<file path="src/rtl/reg_file_bypass.sv">
// reg_file_bypass
//   Register file with byte-masked write, two combinational read ports,
//   optional same-cycle write-to-read forwarding, and a busy-bit
//   scoreboard that tracks registers with an issued but not yet written
//   producer.
//
// Ports
//   clk, rst_n            clock (rising edge), async active-low reset
//   RegWrite              write enable
//   Rd_Addr/Data/ByteEn   write address, data and per-byte mask
//   Rs_Addr, Rt_Addr      read addresses
//   Rs_Data, Rt_Data      combinational read data (forwarded when enabled)
//   Issue_Valid/Addr      producer issued for Issue_Addr this cycle
//   Rs_Busy, Rt_Busy      addressed register still has a pending producer
//   Busy_Cnt              registered number of busy registers
module reg_file_bypass #(
  parameter int DATA_W   = 32,
  parameter int DEPTH    = 32,
  parameter int ADDR_W   = $clog2(DEPTH),
  parameter bit ZERO_REG = 1'b1,
  parameter bit BYPASS   = 1'b1
) (
  input  logic                clk,
  input  logic                rst_n,
  input  logic                RegWrite,
  input  logic [ADDR_W-1:0]   Rd_Addr,
  input  logic [DATA_W-1:0]   Rd_Data,
  input  logic [DATA_W/8-1:0] Rd_ByteEn,
  input  logic [ADDR_W-1:0]   Rs_Addr,
  input  logic [ADDR_W-1:0]   Rt_Addr,
  output logic [DATA_W-1:0]   Rs_Data,
  output logic [DATA_W-1:0]   Rt_Data,
  input  logic                Issue_Valid,
  input  logic [ADDR_W-1:0]   Issue_Addr,
  output logic                Rs_Busy,
  output logic                Rt_Busy,
  output logic [ADDR_W:0]     Busy_Cnt
);

  localparam int NB    = DATA_W / 8;
  localparam int CNT_W = ADDR_W + 1;

  logic [DATA_W-1:0] regs_q [DEPTH];
  logic [DEPTH-1:0]  busy_q, busy_d;
  logic [CNT_W-1:0]  busy_cnt_q, busy_cnt_d;

  logic wr_en;
  logic issue_en;
  logic cnt_inc, cnt_dec;

  // Register 0 swallows writes and issues when it is hardwired to zero.
  assign wr_en    = RegWrite    && !(ZERO_REG && (Rd_Addr == '0));
  assign issue_en = Issue_Valid && !(ZERO_REG && (Issue_Addr == '0));

  // ---------------------------------------------------------------- storage
  always_ff @(posedge clk or negedge rst_n) begin
    if (!rst_n) begin
      for (int r = 0; r < DEPTH; r++) regs_q[r] <= '0;
    end else if (wr_en) begin
      for (int b = 0; b < NB; b++) begin
        if (Rd_ByteEn[b]) regs_q[Rd_Addr][8*b +: 8] <= Rd_Data[8*b +: 8];
      end
    end
  end

  // ---------------------------------------------------------------- reads
  function automatic logic [DATA_W-1:0] merge_bytes(
    input logic [DATA_W-1:0] stored,
    input logic [DATA_W-1:0] wdata,
    input logic [NB-1:0]     be
  );
    logic [DATA_W-1:0] v;
    v = stored;
    for (int b = 0; b < NB; b++) begin
      if (be[b]) v[8*b +: 8] = wdata[8*b +: 8];
    end
    return v;
  endfunction

  logic [DATA_W-1:0] rs_stored, rt_stored;
  logic              rs_fwd, rt_fwd;

  assign rs_stored = (ZERO_REG && (Rs_Addr == '0)) ? '0 : regs_q[Rs_Addr];
  assign rt_stored = (ZERO_REG && (Rt_Addr == '0)) ? '0 : regs_q[Rt_Addr];

  // Forwarding is gated by rst_n so a write held during reset cannot leak
  // onto the read ports.
  assign rs_fwd = BYPASS && rst_n && wr_en && (Rd_Addr == Rs_Addr);
  assign rt_fwd = BYPASS && rst_n && wr_en && (Rd_Addr == Rt_Addr);

  assign Rs_Data = rs_fwd ? merge_bytes(rs_stored, Rd_Data, Rd_ByteEn) : rs_stored;
  assign Rt_Data = rt_fwd ? merge_bytes(rt_stored, Rd_Data, Rd_ByteEn) : rt_stored;

  // A register being written this cycle is no longer waiting once its value
  // is forwarded.
  assign Rs_Busy = busy_q[Rs_Addr] && !rs_fwd;
  assign Rt_Busy = busy_q[Rt_Addr] && !rt_fwd;

  // ---------------------------------------------------------------- scoreboard
  // Count is kept incrementally: a set only counts on a 0->1 transition, a
  // clear only on 1->0, and a clear overridden by a same-address issue
  // leaves the bit (and the count) untouched.
  assign cnt_inc = issue_en && !busy_q[Issue_Addr];
  assign cnt_dec = RegWrite && busy_q[Rd_Addr] &&
                   !(issue_en && (Issue_Addr == Rd_Addr));

  always_comb begin
    busy_d = busy_q;
    if (RegWrite) busy_d[Rd_Addr]    = 1'b0;
    if (issue_en) busy_d[Issue_Addr] = 1'b1;
  end

  assign busy_cnt_d = busy_cnt_q + CNT_W'(cnt_inc) - CNT_W'(cnt_dec);

  always_ff @(posedge clk or negedge rst_n) begin
    if (!rst_n) begin
      busy_q     <= '0;
      busy_cnt_q <= '0;
    end else begin
      busy_q     <= busy_d;
      busy_cnt_q <= busy_cnt_d;
    end
  end

  assign Busy_Cnt = busy_cnt_q;

endmodule

</file>
<file path="config.mk">
export PLATFORM = sky130hd
export DESIGN_NAME = reg_file_bypass
export DESIGN_NICKNAME = d
export VERILOG_FILES = /design/src/rtl/reg_file_bypass.sv
export SDC_FILE = /design/constraint.sdc
export NUM_CORES = 2
export LEC_CHECK = 0
export CORE_ASPECT_RATIO = 1.75
export CORE_MARGIN = 2
export CORE_UTILIZATION = 55
export DETAILED_ROUTE_END_ITERATION = 12
export PLACE_DENSITY = 0.75
export SLEW_MARGIN = 0
export SYNTH_ARGS = -nofsm -noshare
export SYNTH_HDL_FRONTEND = slang
export SYNTH_SLANG_ARGS = --single-unit
</file>
<file path="constraint.sdc">
create_clock -name clk -period 3.1 [get_ports clk]
set_input_delay 0.62 -clock clk [delete_from_list [all_inputs] [get_ports clk]]
set_output_delay 0.62 -clock clk [all_outputs]
set_load 0.01 [all_outputs]
</file>
==> Yosys cells after proc, flatten, opt, wreduce, memory -nomap -nowiden <==
Cells that the tools add are included.
{ "totals": {"elab_cells": 130, "register_bits": 1062, "output_inout_bits": 72, "in_bits": 60} }
{ "classes": {"n_lt_le_gt_ge": 10, "n_addsub": 2, "n_bitwise": 6, "n_reduce_logical": 24, "n_mux": 51, "n_eq_ne": 3} }
{ "ops": {"columns": ["op", "n"], "rows": [
  ["two-way mux 1024 bit", 7],
  ["bitwise mux 1024 bit", 4],
  ["demux 32 bit (select 5 bit)", 4],
  ["two-way mux 32 bit", 11],
  ["binary-select mux 32 bit (select 5 bit)", 2],
  ["two-way mux 8 bit", 9],
  ["bitwise AND 32 bit", 1],
  ["inverter 32 bit", 1],
  ["OR 32 bit", 1],
  ["less-than comparator 5 x 6 -> 1 bit (second input constant)", 4],
  ["two-way mux 24 bit", 1],
  ["binary-select mux 1 bit (select 5 bit)", 4],
  ["logical NOT 5 bit", 4],
  [">= comparator 6 bit (second input constant)", 3],
  ["inverter 5 -> 6 bit", 3],
  ["two-way mux 16 bit", 1],
  ["== test 5 bit", 3],
  ["logical AND 1 bit", 14],
  ["demux 1 bit (select 5 bit)", 2],
  [">= comparator 5 x 1 -> 1 bit (second input constant)", 2],
  ["adder 6 x 1 -> 6 bit", 1],
  ["logical NOT 1 bit", 6],
  ["less-than comparator 6 x 1 -> 1 bit (second input constant)", 1],
  ["two-way mux 1 bit", 6],
  ["subtractor 6 x 1 -> 6 bit", 1]
]} }

==> Depth between registers and ports, before layout <==
{ "logic_depth": {"ltp_word": 16, "mapped_depth": 15, "mapped_depth_nobuf": 13} }

==> Worst setup path before layout <==
Ideal clock, no wire load.
{ "synth_path": {"path_type": "input -> register", "startpoint": "input port Rd_Addr[0]", "endpoint": "register busy_cnt_q[4] (netlist: Busy_Cnt[4])", "setup_time_ps": 80, "path_buffers": 2, "setup_slack_ps": -332, "arrival_time_ps": 3352, "path_stages": 14, "required_time_ps": 3020, "cell_sequence": "buf_6 -> buf_6 -> mux4_2 -> mux4_2 -> mux2i_1 -> a311oi_1 -> ha_1 -> inv_1 -> ha_1 -> fa_1 -> a21oi_1 -> nor2_1 -> nor2_1 -> xnor2_1"} }
{ "synth_via": {"elab_chain_cells": 5, "elab_cells_between_ends": 8, "classes_between": "add/sub (1); eq/ne (1); mux (2); reduce/logical (4)"} }
{ "synth_lines": {"columns": ["item", "line", "text"], "rows": [
  ["start: declaration", "26", "input logic [ADDR_W-1:0] Rd_Addr,"],
  ["binary-select mux 1 bit (select 5 bit) / == test 5 bit (equally long branches)", "104, 105", null],
  ["two-way mux 1 bit (implied by the code) / logical AND 1 bit (equally long branches)", "104, 105", null],
  ["logical AND 1 bit / logical NOT 1 bit (equally long branches)", "104, 105", null],
  ["logical AND 1 bit (*)", "104", "assign cnt_dec = RegWrite && busy_q[Rd_Addr] &&"],
  ["subtractor 6 x 1 -> 6 bit (*)", "113", "assign busy_cnt_d = busy_cnt_q + CNT_W'(cnt_inc) - CNT_W'(cnt_dec);"],
  ["net busy_cnt_d[4]", "45", "logic [CNT_W-1:0] busy_cnt_q, busy_cnt_d;"],
  ["end signal: assignment", "121", "busy_cnt_q <= busy_cnt_d;"],
  ["end: declaration", "45", null]
]} }
Mark *: on every way through the listed nets, which the timed path passes. The rest lies on a longest branch. The select of a mux whose other input is x is not followed.
A chain may end at the register's enable or synchronous reset.

==> Worst setup path in the final report <==
{ "layout_path": {"startpoint": "register busy_q[8]", "endpoint": "output port Rs_Busy"} }
{ "layout_via": {"elab_chain_cells": 3} }
{ "layout_lines": {"columns": ["item", "line", "text"], "rows": [
  ["start: declaration", "44", "logic [DEPTH-1:0] busy_q, busy_d;"],
  ["start signal: assignment", "120", "busy_q <= busy_d;"],
  ["binary-select mux 1 bit (select 5 bit)", "96", "assign Rs_Busy = busy_q[Rs_Addr] && !rs_fwd;"],
  ["two-way mux 1 bit (implied by the code)", "96", null],
  ["logical AND 1 bit", "96", null],
  ["end: declaration", "35", "output logic Rs_Busy,"]
]} }
Every way passes these cells. The select of a mux whose other input is x is not followed.

==> results.cfg <==
[placement]
port_buffers = 131
gp_congestion = 1.006
place_ws_ns = -1.342
post-dp-hpwl_um = 135900

[timing]
setup-violations-final = 62
slew_viol_final = 0
fin_crit_ns = 3.404
worst_slew_pin_slew_ns = 1.086
slew_headroom_pct = 27.57
rsz0062_at_grt = true
period_share_pct = 109.8
timing.final.ws_setup_ns = -0.3039
skew_ns = 0.02090
fmax_mhz = 293.8
finalHoldViolCount = 0

[grt]
met3_usage_pct = 7.214
use_met1_pct = 40.85
grt_pass1_wl_um = 286200
grtUsageMet2_pct = 61.04
grt_max_degree = 173
grt_overflow = 0
grt-busiest-layer = met2
grt_use_total_pct = 36.19
antenna_found_initial = 7
grt_pass1_vias = 44060

[worst_setup_path]
path_cells = buf_4 -> mux4_2 -> mux4_2 -> o31ai_1 -> o21ai_1 -> buf_4 -> buf_6
critical-path-max-stage-delay_ns = 0.52
end_kind = output port
path_delay_family = multiplexers
startpoint_type = register
critical_path_class = reg -> out
critPathArrivalTime_ns = 2.78
critical_path_buf_inv_count = 3
cp-startpoint = busy_q[8]$_DFF_PN0_
critPathRequiredTime_ns = 2.48
critPathSlowestCell = mux4_2
worst-path-max-fanout = 4
reg2reg_from = busy_q[17]$_DFF_PN0_

[synth]
ys_dominant_reg_cell = dfrtp_1
synth_warnings = 0
synthesis.nets = 3987
ys_seq_area_share_pct = 45.77
yosysUniqueCellTypes = 57
synthCells = 3920
ys_ff_latch = 1062
synth.cell_area_mm2 = 0.05806
yosysTopAreaCellShare_pct = 45.77
syn-mean-instance-area_um2 = 14.81
synth_largest_area_cell = dfrtp_1
synth_edf_count = 0
async_flop_share_pct = 100.0
yosys-top-cells-area = dfrtp_1 (46%), mux4_2 (20%), mux2_2 (19%)

[clock_network]
cts_root_buffer = clkbuf_16
tritoncts = yes
cts_buffer_depth = 3
cts_inserted_buffers = 100
cts_max_level = 3
cts.sinks = 1062
hold_buffers = 0
clkTransAtPathRegs_ns = 0.08
insertion_delay_ns = 0.74

[routing]
wl_per_cell_um = 33.19
drc = 0
ant_nets = 0
first_pass_iters = 6
dr.first_iter.drc_count = 4450
wl_um = 198700
viasPerCell = 6.988
num_vias = 41850

[pwr]
powerDensity_mw_per_mm2 = 544.3
seq_power_share_pct = 43.3
leakagePower_nw = 31.84
power_frac_comb_pct = 23.3
swShare_pct = 28.21
p_int_mw = 28.57
ir_drop_mv = 0.5134
clkPwrFrac_pct = 33.4
p_sw_mw = 11.23

[floorplanning]
io_pins = 132
start_util_pct = 55.45
rows = 157
core_area_mm2 = 0.1047
fp.dieW_um = 249.6
fp.dieH_um = 433.8
dieArea_mm2 = 0.1083

[final_layout]
nets = 4619
finalCoreUtilization_pct = 69.83
syn2layout_area_growth_pct = 25.93
drive_above_1_share_pct = 65.29

[outcome]
status = complete, but fails checks
violations = negative setup slack

[hold_path]
min_path_type = in -> async

[job]
drv_cap = 0
cell families after synthesis:
kind of cell	synth area share [%]
flip-flops	45.77
buffers and inverters	3.039
multiplexers	41.43
AO/OA/AOI/OAI	4.489
XOR/XNOR	0.3017
adder cells (fa/ha/maj)	0.1638
AND/OR/NAND/NOR	4.802
flip-flops by register name, indices dropped and copies added (netlist names):
signal and cells:
regs_q 1024, busy_q 32, Busy_Cnt 6
cell type report:
class                   count  area, um2
multi-input cells        2489      31710
fillers                  6584      31590
flip-flops and latches   1062      26590
repair buffers            888       9594
clock buffers             147       2963
well taps                1351       1690
clock inverters            36      516.7
inverters                  11      41.29
diodes                      4      10.01
stage by stage:
stage          cells  hold slack, ns  area, um2  setup TNS, ns  power [mW]
2_1_floorplan   3920          0.3244      58080        -0.3238       22.08
3_3_place_gp    5582          0.3765      64860        -294.87       25.10
3_5_place_dp    5582          0.3836      64860        -310.82       25.43
4_1_cts         5900         0.01104      71390         -4.235       39.18
5_1_grt         5988         0.07840      73110         -7.532       40.99
6_report        5988         0.03852      73110         -5.273       39.79
timing repair:
| action | CTS | global route |
|---|---|---|
| pin swaps | 152 | 191 |
| buffers inserted | 137 | 101 |
| cloned | 14 | 6 |
| gates resized for setup | 696 | 274 |
| setup endpoints to repair | 68 | 68 |
worst paths after layout:
check	cells after the start	end	slack, ns
worst max-delay path	7	Rs_Busy	-0.30
worst min-delay path	2	regs_q[894]$_DFFE_PN0P_	0.04
worst max register to register	13	Busy_Cnt[4]$_DFF_PN0_	0.01
worst min register to register	0	regs_q[999]$_DFFE_PN0P_	0.39
max in group asynchronous	4	regs_q[760]$_DFFE_PN0P_	0.88
min in group clk	0	regs_q[999]$_DFFE_PN0P_	0.39
cell usage in the layout (no fill, tap or decap), types with 16 or more instances in the layout:
master / count
clkdlybuf4s50_1: 48
o21ai_0: 52
nand2_2: 24
nor3_2: 27
buf_4: 483
nor2_2: 141
clkbuf_1: 22
buf_12: 140
buf_16: 25
mux2_2: 993
dfrtp_1: 1052
o211ai_1: 33
nor3_4: 25
nor3_1: 18
nand4b_1: 32
buf_2: 52
buf_8: 24
clkinv_2: 18
clkbuf_8: 22
o211a_1: 21
clkbuf_16: 109
nor2_1: 41
nand3_1: 18
nor2_4: 16
a22oi_1: 59
a22oi_2: 131
buf_6: 108
mux4_4: 38
nand2_1: 85
mux2i_1: 26
nand3_2: 21
nand2b_1: 17
mux4_2: 508
per-layer routing:
| layer | part of all wire [%] | vias up |
|---|---|---|
| met5 | 0.024 | - |
| met4 | 8.9 | 6 |
| met3 | 7.6 | 876 |
| met2 | 50 | 2365 |
| met1 | 34 | 22100 |
| li1 | - | 16500 |
cells in the mapped netlist (8+ instances only):
master,count
a22oi_1,190
buf_1,17
buf_2,118
buf_4,15
buf_6,19
clkbuf_1,185
dfrtp_1,1062
inv_1,11
mux2_2,993
mux2i_1,37
mux4_2,507
mux4_4,38
nand2_1,109
nand2b_1,27
nand3_1,39
nand4b_1,32
nor2_1,73
nor2_2,125
nor2b_1,8
nor3_1,69
o211a_1,32
o211ai_1,33
o21ai_0,80
xnor2_1,11
xor2_1,9
power groups by stage:
stage          Clock (mW)  Combinational, mW  Sequential, mW
2_1_floorplan           0               5.23            16.9
3_3_place_gp            0               7.91            17.2
3_5_place_dp            0               8.07            17.4
4_1_cts              13.3               8.73            17.1
5_1_grt              13.9               9.72            17.4
6_report             13.3               9.26            17.2
No activity file was read; power rests on OpenSTA's default activity.
